--- src/rtl/aes_pkg.sv ---
// rtl/aes_pkg.sv - shared AES decryption constants, state types and GF(2^8) helpers
//
// Contents:
//   GF_POLY              AES field reduction polynomial x^8+x^4+x^3+x+1
//   IMC_C0..IMC_C3       InvMixColumns row-0 coefficients {0e,0b,0d,09};
//                        the other rows are right rotations of this row
//   state_t              128-bit AES state, byte 0 at [127:120], column-major
//   column_t             one 32-bit state column, row 0 at [31:24]
//   xtime()              multiply by x (0x02) in GF(2^8)
//   gf_mul()             general GF(2^8) multiply, shift-and-add form

package aes_pkg;

    localparam logic [8:0] GF_POLY = 9'h11B;

    localparam logic [7:0] IMC_C0 = 8'h0e;
    localparam logic [7:0] IMC_C1 = 8'h0b;
    localparam logic [7:0] IMC_C2 = 8'h0d;
    localparam logic [7:0] IMC_C3 = 8'h09;

    typedef logic [127:0] state_t;
    typedef logic [31:0]  column_t;

    // The x^8 term of the polynomial is implied by the bit shifted out, so
    // only the low eight bits are folded back in.
    function automatic logic [7:0] xtime(input logic [7:0] b);
        return {b[6:0], 1'b0} ^ (b[7] ? GF_POLY[7:0] : 8'h00);
    endfunction

    // With a constant coefficient, synthesis reduces this to a small XOR tree.
    function automatic logic [7:0] gf_mul(input logic [7:0] a, input logic [7:0] c);
        logic [7:0] acc;
        logic [7:0] p;
        acc = 8'h00;
        p   = a;
        for (int i = 0; i < 8; i++) begin
            if (c[i]) begin
                acc = acc ^ p;
            end
            p = xtime(p);
        end
        return acc;
    endfunction

endpackage

--- src/rtl/inv_mix_column.sv ---
// rtl/inv_mix_column.sv - combinational InvMixColumns transform of one 32-bit column
//
// Ports:
//   col_in   input  32  column bytes a0..a3, a0 at [31:24]
//   col_out  output 32  transformed column b0..b3, b0 at [31:24]
//
// b_r = sum over k of M[r][k] * a_k, with M row 0 = {0e,0b,0d,09} and each
// following row rotated right by one position.

module inv_mix_column
    import aes_pkg::*;
(
    input  column_t col_in,
    output column_t col_out
);

    logic [7:0] a0;
    logic [7:0] a1;
    logic [7:0] a2;
    logic [7:0] a3;

    assign a0 = col_in[31:24];
    assign a1 = col_in[23:16];
    assign a2 = col_in[15:8];
    assign a3 = col_in[7:0];

    assign col_out[31:24] = gf_mul(a0, IMC_C0) ^ gf_mul(a1, IMC_C1)
                          ^ gf_mul(a2, IMC_C2) ^ gf_mul(a3, IMC_C3);
    assign col_out[23:16] = gf_mul(a0, IMC_C3) ^ gf_mul(a1, IMC_C0)
                          ^ gf_mul(a2, IMC_C1) ^ gf_mul(a3, IMC_C2);
    assign col_out[15:8]  = gf_mul(a0, IMC_C2) ^ gf_mul(a1, IMC_C3)
                          ^ gf_mul(a2, IMC_C0) ^ gf_mul(a3, IMC_C1);
    assign col_out[7:0]   = gf_mul(a0, IMC_C1) ^ gf_mul(a1, IMC_C2)
                          ^ gf_mul(a2, IMC_C3) ^ gf_mul(a3, IMC_C0);

endmodule

--- src/rtl/inv_round_key_mix.sv ---
// rtl/inv_round_key_mix.sv - AES decryption AddRoundKey + InvMixColumns, two-stage pipeline
//
// Parameters:
//   ROUND_W     width of the round tag carried with each state
// Ports:
//   clk         input   1        rising-edge clock
//   reset_n     input   1        asynchronous active-low reset
//   in_valid    input   1        input state valid
//   in_ready    output  1        block accepts input this cycle
//   in_data     input   128      state after InvSubBytes, byte 0 at [127:120]
//   in_key      input   128      round key, same byte order
//   in_no_mix   input   1        skip InvMixColumns (final round)
//   in_round    input   ROUND_W  round tag, passed through
//   out_valid   output  1        result valid
//   out_ready   input   1        downstream accepts result
//   out_data    output  128      result state
//   out_round   output  ROUND_W  tag of out_data
//
// Build option:
//   INV_ROUND_KEY_MIX_SKID_EN  adds a one-entry skid buffer in front of S1 so
//                              in_ready comes straight from a flop and has no
//                              combinational path from out_ready.
//
// S1 holds in_data ^ in_key plus its no_mix flag and tag; S2 holds the
// InvMixColumns result (or the S1 state untouched for the final round).

module inv_round_key_mix
    import aes_pkg::*;
#(
    parameter int ROUND_W = 4
)
(
    input  logic               clk,
    input  logic               reset_n,
    input  logic               in_valid,
    output logic               in_ready,
    input  logic [127:0]       in_data,
    input  logic [127:0]       in_key,
    input  logic               in_no_mix,
    input  logic [ROUND_W-1:0] in_round,
    output logic               out_valid,
    input  logic               out_ready,
    output logic [127:0]       out_data,
    output logic [ROUND_W-1:0] out_round
);

    logic               in_fire;

    // Whatever is presented to S1 this cycle: the input port, or the skid
    // entry when one is parked.
    logic               src_valid;
    state_t             src_data;
    logic               src_no_mix;
    logic [ROUND_W-1:0] src_round;

    logic               s1_valid;
    state_t             s1_data;
    logic               s1_no_mix;
    logic [ROUND_W-1:0] s1_round;

    logic               s2_valid;
    state_t             s2_data;
    logic [ROUND_W-1:0] s2_round;

    logic               s1_take;
    logic               s2_take;
    state_t             mix_data;
    state_t             s2_next_data;

    // A stage may load when it is empty or its occupant leaves this cycle.
    assign s2_take = !s2_valid || out_ready;
    assign s1_take = !s1_valid || s2_take;
    assign in_fire = in_valid && in_ready;

`ifdef INV_ROUND_KEY_MIX_SKID_EN
    logic               skid_valid;
    state_t             skid_data;
    logic               skid_no_mix;
    logic [ROUND_W-1:0] skid_round;

    // skid_valid is a flop, so in_ready never depends on out_ready. reset_n
    // gating only forces ready low while reset is held.
    assign in_ready   = reset_n && !skid_valid;

    assign src_valid  = skid_valid || in_fire;
    assign src_data   = skid_valid ? skid_data   : (in_data ^ in_key);
    assign src_no_mix = skid_valid ? skid_no_mix : in_no_mix;
    assign src_round  = skid_valid ? skid_round  : in_round;

    // An accepted input parks here only when S1 cannot take it; the parked
    // entry has priority into S1, and in_ready stays low until it drains.
    always_ff @(posedge clk or negedge reset_n) begin
        if (!reset_n) begin
            skid_valid  <= 1'b0;
            skid_data   <= '0;
            skid_no_mix <= 1'b0;
            skid_round  <= '0;
        end else if (skid_valid) begin
            if (s1_take) begin
                skid_valid <= 1'b0;
            end
        end else if (in_fire && !s1_take) begin
            skid_valid  <= 1'b1;
            skid_data   <= in_data ^ in_key;
            skid_no_mix <= in_no_mix;
            skid_round  <= in_round;
        end
    end
`else
    assign in_ready   = reset_n && s1_take;

    assign src_valid  = in_fire;
    assign src_data   = in_data ^ in_key;
    assign src_no_mix = in_no_mix;
    assign src_round  = in_round;
`endif

    // Stage 1: AddRoundKey result.
    always_ff @(posedge clk or negedge reset_n) begin
        if (!reset_n) begin
            s1_valid  <= 1'b0;
            s1_data   <= '0;
            s1_no_mix <= 1'b0;
            s1_round  <= '0;
        end else if (s1_take) begin
            s1_valid <= src_valid;
            if (src_valid) begin
                s1_data   <= src_data;
                s1_no_mix <= src_no_mix;
                s1_round  <= src_round;
            end
        end
    end

    // Four column transforms over the S1 state, column 0 at the top bits.
    for (genvar c = 0; c < 4; c++) begin : g_col
        inv_mix_column u_inv_mix_column (
            .col_in  (s1_data[127-32*c -: 32]),
            .col_out (mix_data[127-32*c -: 32])
        );
    end

    assign s2_next_data = s1_no_mix ? s1_data : mix_data;

    // Stage 2: output register. Holds while out_valid && !out_ready.
    always_ff @(posedge clk or negedge reset_n) begin
        if (!reset_n) begin
            s2_valid <= 1'b0;
            s2_data  <= '0;
            s2_round <= '0;
        end else if (s2_take) begin
            s2_valid <= s1_valid;
            if (s1_valid) begin
                s2_data  <= s2_next_data;
                s2_round <= s1_round;
            end
        end
    end

    assign out_valid = s2_valid;
    assign out_data  = s2_data;
    assign out_round = s2_round;

endmodule

--- config.mk ---
export PLATFORM = sky130hd
export DESIGN_NAME = inv_round_key_mix
export DESIGN_NICKNAME = d
export VERILOG_FILES = /design/src/rtl/aes_pkg.sv /design/src/rtl/inv_mix_column.sv /design/src/rtl/inv_round_key_mix.sv
export SDC_FILE = /design/constraint.sdc
export NUM_CORES = 1
export LEC_CHECK = 0
export ABC_AREA = 1
export CORE_MARGIN = 1
export CORE_UTILIZATION = 30
export DETAILED_ROUTE_END_ITERATION = 7
export SKIP_LAST_GASP = 1
export SLEW_MARGIN = 20
export SYNTH_ARGS = -nofsm -noshare
export SYNTH_HDL_FRONTEND = slang
export SYNTH_SLANG_ARGS = --single-unit
--- constraint.sdc ---
create_clock -name clk -period 4.13 [get_ports clk]
set_input_delay 1.239 -clock clk [delete_from_list [all_inputs] [get_ports clk]]
set_output_delay 1.239 -clock clk [all_outputs]
set_load 0.005 [all_outputs]
* After elaboration in Yosys (flattened, before gate mapping)
Cells that the tools add are included.
** Operators by class
- Multiplexer cells :: 49
- Bitwise gates (word level) :: 209
- Reduce and logical (&&, ||, !) cells :: 8
** Operators by type and width (number)
- $xor 8x8->8 :: 203
- $mux 5 :: 48
- $mux 128 :: 1
- $xor 128x128->128 :: 1
- $xor 8x5->8 :: 5
- $reduce_and 2->1 :: 2
- $logic_and 1x1->1 :: 2
- $logic_not 1->1 :: 2
- $logic_or 1x1->1 :: 2
** Storage, ports and cells
- Flip-flop bits (word level) :: 267
- Bits of input ports :: 265
- Output and inout port bits :: 134
- Word-level logic and storage cells :: 273

* Depth between registers and ports, before layout
Gate-level depths: netlist of the first run.
- Word-level depth :: 11
- Depth in mapped cells :: 17
- Gate-level depth less buffers :: 16

* Modules after synthesis
A second synthesis of the first run with hierarchy kept.
** Second synthesis, totals
- Cell total of the unflattened synthesis :: 5091
- Area total of the unflattened synthesis :: 30287.8 sq um
** By module, submodules not included
- inv_mix_column :: times used 4, cells an instance 720, area each 3900.0 sq um, sequential area each 0.0 sq um
- inv_round_key_mix :: times used 1, cells an instance 2211, area each 14687.8 sq um, sequential area each 6681.4 sq um

* Least setup slack after synthesis of the first run
Ideal clock, no wire load.
- Path kind :: input port to output port
- Start point :: in out_ready
- End point :: out in_ready
- Arrival :: 1463 ps
- Data required time :: 2891 ps
- Setup slack :: 1428 ps
- Cell stages on the path :: 4
- Buffers on the path :: 0
- Cell sequence :: inv_1 nand3_1 nand2_1 inv_1
** On the way
- Cells in the longest elaborated chain, start to end :: 3
** Ends and longest elaborated chain
- from (decl) :: RTL line inv_round_key_mix.sv:42 : input logic out_ready,
- $logic_or 1x1->1 :: RTL line inv_round_key_mix.sv:71 : assign s2_take = !s2_valid || out_ready;
- $logic_or 1x1->1 :: RTL line inv_round_key_mix.sv:72 : assign s1_take = !s1_valid || s2_take;
- $logic_and 1x1->1 :: RTL line inv_round_key_mix.sv:110 : assign in_ready = reset_n && s1_take;
- to (decl) :: RTL line inv_round_key_mix.sv:36 : output logic in_ready,
Every way passes these cells.

* Final worst setup path of the first run
Ends and elaborated chain as after synthesis.

==> flow_summary_export.csv, run 1 <==
group,metric,value,unit
setup_path,path_cells,"clkdlybuf4s50_1, inv_1, nand3_1, nand2_1, inv_1, clkdlybuf4s50_1",
logic_synthesis,synthFlopType,"dfrtp_1",
global_route,grt_usage,20.2,%
floorplan,core_region_area,88500,um2
global_route,antenna_found_initial,0,
timing,tightest_slew,0.974,ns
timing,setup-violations-final,0,
hold_path,hold_class,"flip-flop to flip-flop",
power_and_ir_drop,p_int,11.2,mW
final_layout,fin_area,32800,um2
power_and_ir_drop,p_leak,16.3,nW
global_route,first_global_vias,23400,
timing,setup_tns,0,ns
drt,wire_per_inst,16.9,um
drt,num_vias,25400,
floorplan,fp-row-count,109,
timing,rsz0062_at_grt,"no",
cts,postCtsSetupBuffers,0,
run,cap_violations,0,
setup_path,cp-start-kind,"input pin",
timing,fmax,0.267,GHz
logic_synthesis,yosys_register_bits,267,
cts,clock_path_buffers,3,
logic_synthesis,seq_area_frac_synth,24.9,%
timing,fin_skew,0.0327,ns
logic_synthesis,yosysMostFrequentCell,"nand2_1",
logic_synthesis,synthTopCellsByCount,"nand2_1, xor2_1, xnor2_1, inv_1, dfrtp_1",
floorplan,pin_count,399,
timing,setup_ws,0.382,ns
logic_synthesis,async_flop_share,100,%
setup_path,r2r_cells,10,
logic_synthesis,syn-mean-instance-area,6.71,um2
cts,clk_latency,0.57,ns
cts,clkSinkCount,267,
drt,drcViolationCount,48,
cts,cts_hold_buf,0,
logic_synthesis,yosys.area.top_type_share,24.9,%
cts,cts-buffers-inserted,36,
final_layout,fin_cells,5483,
place,placed_cell_area,31600,um2
cts,htreeDepth,2,
floorplan,die_y,301,um
power_and_ir_drop,peakVddDrop,251,uV
place,placed_cells_incl_taps,5421,
drt,routed_wl,92900,um
logic_synthesis,yosys_warnings,0,
timing,slew-limit-headroom,35.1,%
floorplan,start_util,30.3,%
final_layout,area_delta_synth_final,22.1,%
run_status,violations,"DRC",
cts,ctsResizeCount,0,
floorplan,die-area,90700,um2
timing,holdWs,0.473,ns
setup_path,critical_path_depth,6,
setup_path,cp.arrival,2.51,ns
setup_path,crit_slowest_cell,"clkdlybuf4s50_1",
setup_path,endpoint_kind,"output port",
setup_path,cp_max_fo,2,
power_and_ir_drop,swShare,49.9,%
hold_path,holdPathStages,2,
floorplan,die_w,301,um
power_and_ir_drop,power_switching,11.1,mW
setup_path,worstSetupPathType,"input pin to output port",
power_and_ir_drop,clkPwrFrac,14.2,%
logic_synthesis,synthesis.area,26900,um2
final_layout,fin_nets,4559,
place,place_congestion,0.967,
power_and_ir_drop,power_density,680,nW/um2
global_route,grt_max_degree,96,
logic_synthesis,syn-num-nets,4267,
logic_synthesis,synth.distinct_cells,37,
cts,cts_tree,"built",
final_layout,layout-drive-gt1-share,7.27,%
timing,min_period,3.75,ns
timing,finalHoldViolations,0,
drt,dr.first_iter.drc_count,1850,
power_and_ir_drop,seqPwrFrac,20.5,%
global_route,grt-ovfl-total,0,
logic_synthesis,ys_top_cells_by_area,"dfrtp_1, nand2_1, xor2_1",
final_layout,n_antenna_cell,0,
timing,period_share,90.8,%
setup_path,cp_num_buf_inv,4,
final_layout,post-route-util,37.0,%
power_and_ir_drop,p_comb_share,65.3,%
logic_synthesis,synth_edf_count,0,
cts,clock-root-buffer,"clkbuf_16",
global_route,grt_pass1_wl,142000,um
setup_path,cp_data_required_time,2.89,ns
power_and_ir_drop,p_total,22.3,mW
drt,routed_via_density,4.63,
logic_synthesis,yosysTopAreaCell,"dfrtp_1",
logic_synthesis,synth_cells,4002,
setup_path,path_delay_family,"buffers and inverters",
setup_path,cpPeakStageDelay,0.51,ns
cts,cts.clk_slew.worst_paths,0.06,ns
place,port_buffers,398,
timing,drv_slew,0,
place,dp_hpwl,72600,um
drt,first_pass_iters,7,
drt,ant_nets,0,
place,pre_cts_ws,0.379,ns
run_status,status,"complete, but fails checks",
[placed cells by master (no fill, tap or decap), types with 37 or more instances in the layout]
master,n
a21oi_1,137
clkbuf_16,37
clkdlybuf4s50_1,397
dfrtp_1,266
inv_1,268
inv_2,45
nand2_1,1666
nand2_2,83
nand3_1,240
nor2_1,53
o21ai_0,177
xnor2_1,322
xor2_1,403
[layout make-up]
type,instances,area [um2]
Fill cell,9307,55700
Multi-Input combinational cell,3233,17900
Sequential cell,267,6690
Timing Repair Buffer,422,4260
Tap cell,1165,1460
Inverter,334,1320
Clock buffer,50,1030
Clock inverter,12,134
[sequential cells by signal, summed over array words and instances, names as in the netlist]
signal / flops
s1_no_mix: 1
out_round: 4
out_valid: 1
s1_round: 4
s1_data: 128
s1_valid: 1
out_data: 128
[power by group through the flow]
stage | clock (mW) | combinational (mW) | sequential [mW]
floorplan | 0 | 10.2 | 3.97
global placement | 0 | 14.3 | 4.60
detailed placement | 0 | 14.4 | 4.59
CTS | 3.29 | 14.5 | 4.57
global route | 3.40 | 16.1 | 4.70
finish | 3.17 | 14.5 | 4.57
[worst min-delay path, stage by stage (launching register included)]
cell and delay [ns]:
dfrtp_1 0.34, nand2_1 0.05, nand2_1 0.05
[routing by layer]
layer	wire (um)	part of all wire, %	track usage (%)
met5	0	0	0
met4	1830	2.0	4.29
met3	5930	6.4	3.11
met2	42200	45	32.6
met1	43000	46	28.3
[worst paths after layout]
check,startpoint,end,slack [ns]
setup / recovery,out_ready,in_ready,0.38
hold / removal,out_data[100]$_DFFE_PN0P_,out_data[100]$_DFFE_PN0P_,0.47
setup reg to reg,s1_data[103]$_DFFE_PN0P_,out_data[117]$_DFFE_PN0P_,1.64
hold reg to reg,out_data[100]$_DFFE_PN0P_,out_data[100]$_DFFE_PN0P_,0.47
max in group asynchronous,reset_n,s1_no_mix$_DFFE_PN0P_,1.56
min in group asynchronous,reset_n,out_data[99]$_DFFE_PN0P_,0.51
[kinds of logic (layout without fill, tap and decap cells)]
group / after synthesis / count (layout) / share of synthesized area [%]
and+or+nand+nor: 2105 / 2105 / 32.3
DFF: 267 / 267 / 24.9
AOI/OAI and AO/OA: 342 / 342 / 6.41
xor gates and xnor gates: 786 / 786 / 27.8
buffers and inverters: 502 / 818 / 8.53
Note: power is estimated with default switching activity, not from simulation.
==> inputs of run 2 (changes only) <==
- SYNTH_HIERARCHICAL: not set -> 1
==> run 2 against run 1 <==
  * The run now ends clean
  * Area after synthesis is 13% higher
  * Global-route usage increased by 0.11 points
  * Count of clock-buffer cells in the layout is 1 higher
  * Sequential cell count stayed put
  * Routed wire length is 14% higher
  * Register-to-register slack worse by 0.22 ns
  * Largest power group unchanged
==> flow_summary_export.csv, run 2 <==
group,metric,value,unit
setup_path,cp_max_fo,2,
timing,finalHoldViolations,0,
logic_synthesis,syn-num-nets,5356,
timing,fmax,0.272,GHz
cts,cts.clk_slew.worst_paths,0.06,ns
drt,dr.first_iter.drc_count,2225,
place,port_buffers,398,
logic_synthesis,synth.distinct_cells,28,
cts,postCtsSetupBuffers,0,
final_layout,multiInputGateArea,19700,um2
logic_synthesis,async_flop_share,100,%
hold_path,hold_class,"input pin to asynchronous set/reset pin",
setup_path,cp.arrival,2.44,ns
cts,htreeDepth,2,
power_and_ir_drop,peakVddDrop,265,uV
logic_synthesis,synthesis.area,30300,um2
setup_path,cp-start-kind,"input pin",
timing,slew-limit-headroom,34.5,%
timing,min_period,3.68,ns
drt,ant_nets,0,
floorplan,pin_count,399,
setup_path,rrSetupSlack,1.42,ns
global_route,grt-ovfl-total,0,
logic_synthesis,synth_edf_count,0,
logic_synthesis,synthFlopType,"dfrtp_1",
cts,cts_hold_buf,0,
logic_synthesis,yosys.area.top_type_share,32.0,%
logic_synthesis,seq_area_frac_synth,22.1,%
logic_synthesis,yosysTopAreaCell,"nand2_1",
place,place_congestion,0.944,
setup_path,reg2reg_to,"out_data[22]$_DFFE_PN0P_",
cts,cts_tree,"built",
floorplan,fp-row-count,116,
setup_path,crit_start,"out_ready",
run_status,status,"finished clean",
cts,clock_path_buffers,3,
floorplan,core_region_area,100000,um2
final_layout,area_delta_synth_final,19.4,%
drt,first_pass_iters,6,
global_route,grt_usage,20.3,%
setup_path,reg2reg_from,"s1_data[23]$_DFFE_PN0P_",
global_route,antenna_found_initial,2,
cts,clkSinkCount,267,
final_layout,regArea,6690,um2
final_layout,post-route-util,36.2,%
timing,drv_slew,0,
power_and_ir_drop,p_leak,20.5,nW
cts,cts-buffers-inserted,35,
floorplan,die_y,320,um
final_layout,fillCellCount,10800,
drt,wire_per_inst,15.8,um
floorplan,die-area,102000,um2
logic_synthesis,synth_cells,5091,
drt,num_vias,30800,
setup_path,r2r_cells,15,
cts,clock-root-buffer,"clkbuf_16",
drt,routed_via_density,4.61,
timing,rsz0062_at_grt,"no",
drt,routed_wl,106000,um
logic_synthesis,yosysMostFrequentCell,"nand2_1",
timing,period_share,89.1,%
setup_path,worstSetupPathType,"input pin to output port",
final_layout,n_antenna_cell,0,
final_layout,final_cell_mix,"nand2_1, inv_1, xor2_1, clkdlybuf4s50_1, nand3_1",
timing,fin_skew,0.0147,ns
logic_synthesis,synthTopCellsByCount,"nand2_1, inv_1, xor2_1, nand3_1, dfrtp_1",
global_route,first_global_vias,28000,
floorplan,start_util,30.3,%
final_layout,fin_nets,5630,
setup_path,endpoint_kind,"output port",
timing,setup_tns,0,ns
power_and_ir_drop,power_density,609,nW/um2
floorplan,die_w,320,um
logic_synthesis,ys_top_cells_by_area,"nand2_1, dfrtp_1, xor2_1",
global_route,grt_max_degree,183,
place,dp_hpwl,82300,um
setup_path,cp_data_required_time,2.89,ns
timing,setup-violations-final,0,
final_layout,layout-drive-gt1-share,5.99,%
global_route,grt_pass1_wl,163000,um
logic_synthesis,syn-mean-instance-area,5.95,um2
timing,tightest_slew,0.982,ns
logic_synthesis,yosys_warnings,6,
drt,drcViolationCount,0,
cts,ctsResizeCount,0,
cts,clk_latency,0.58,ns
run,cap_violations,0,
final_layout,mostFrequentLayoutCell,"nand2_1",
logic_synthesis,yosys_register_bits,267,
-- run 2: cell types whose count changed after synthesis, moves of 33 or more --
| cell | previous run | this run |
|---|---|---|
| nand4_1 | 11 | 137 |
| nand3_1 | 240 | 273 |
| xnor2_1 | 322 | 172 |
| nand2_1 | 1668 | 2586 |
| o21ai_0 | 177 | 128 |
| a21oi_1 | 137 | 0 |
| inv_1 | 269 | 622 |
-- run 2: layer usage --
metal | part of all wire, % | global-route usage (%) | up-vias | routed length, um
li1 | - | - | 15900 | -
met1 | 47 | 28.3 | 14100 | 50000
met2 | 46 | 33.1 | 736 | 48500
met3 | 4.7 | 2.25 | 108 | 5020
met4 | 2.1 | 5.29 | 4 | 2210
met5 | 0.026 | 0 | - | 27
-- run 2: cell type report --
class / instances / area share [%]
Clock buffer: 51 / 2.87
Clock inverter: 11 / 0.426
Tap cell: 1298 / 4.49
Inverter: 683 / 7.35
Multi-Input combinational cell: 3954 / 54.6
Sequential cell: 267 / 18.5
Timing Repair Buffer: 424 / 11.8
-- run 2: worst max-delay path: stages --
cell             delay (ns)
clkdlybuf4s50_1        0.46
inv_1                  0.07
nand3_4                0.08
nand2_1                0.06
inv_1                  0.05
clkdlybuf4s50_1        0.49
-- run 2: power by group --
part / internal [mW] / switching (mW)
registers: 3.39 / 1.11
clock network: 1.94 / 1.30
logic: 5.63 / 8.65
total: 11.0 / 11.1
-- run 2: worst max-delay path by stage --
stage / end / slack, ns
2_1_floorplan: in_ready / 0.97
3_3_place_gp: in_ready / 0.41
3_5_place_dp: in_ready / 0.45
4_1_cts: in_ready / 0.44
5_1_grt: in_ready / 0.37
6_report: in_ready / 0.45
-- run 2: kinds of logic after synthesis --
kind of cell,after synthesis,share of synthesized area [%]
compound gates,136,2.28
xor+xnor,616,18.9
buf+inv,870,12.9
flops,267,22.1
simple gates,3202,43.9
-- run 2: metrics by stage --
step	cell area (um2)	std cells	hold WS, ns	worst slack (ns)	total power, mW
detailed placement	35000	6626	0.463	0.449	18.8
floorplan	30300	5091	0.442	0.970	14.0
global route	36200	6688	0.455	0.369	24.0
global placement	35000	6626	0.451	0.412	18.6
finish	36200	6688	0.477	0.452	22.0
CTS	36200	6688	0.429	0.437	22.2
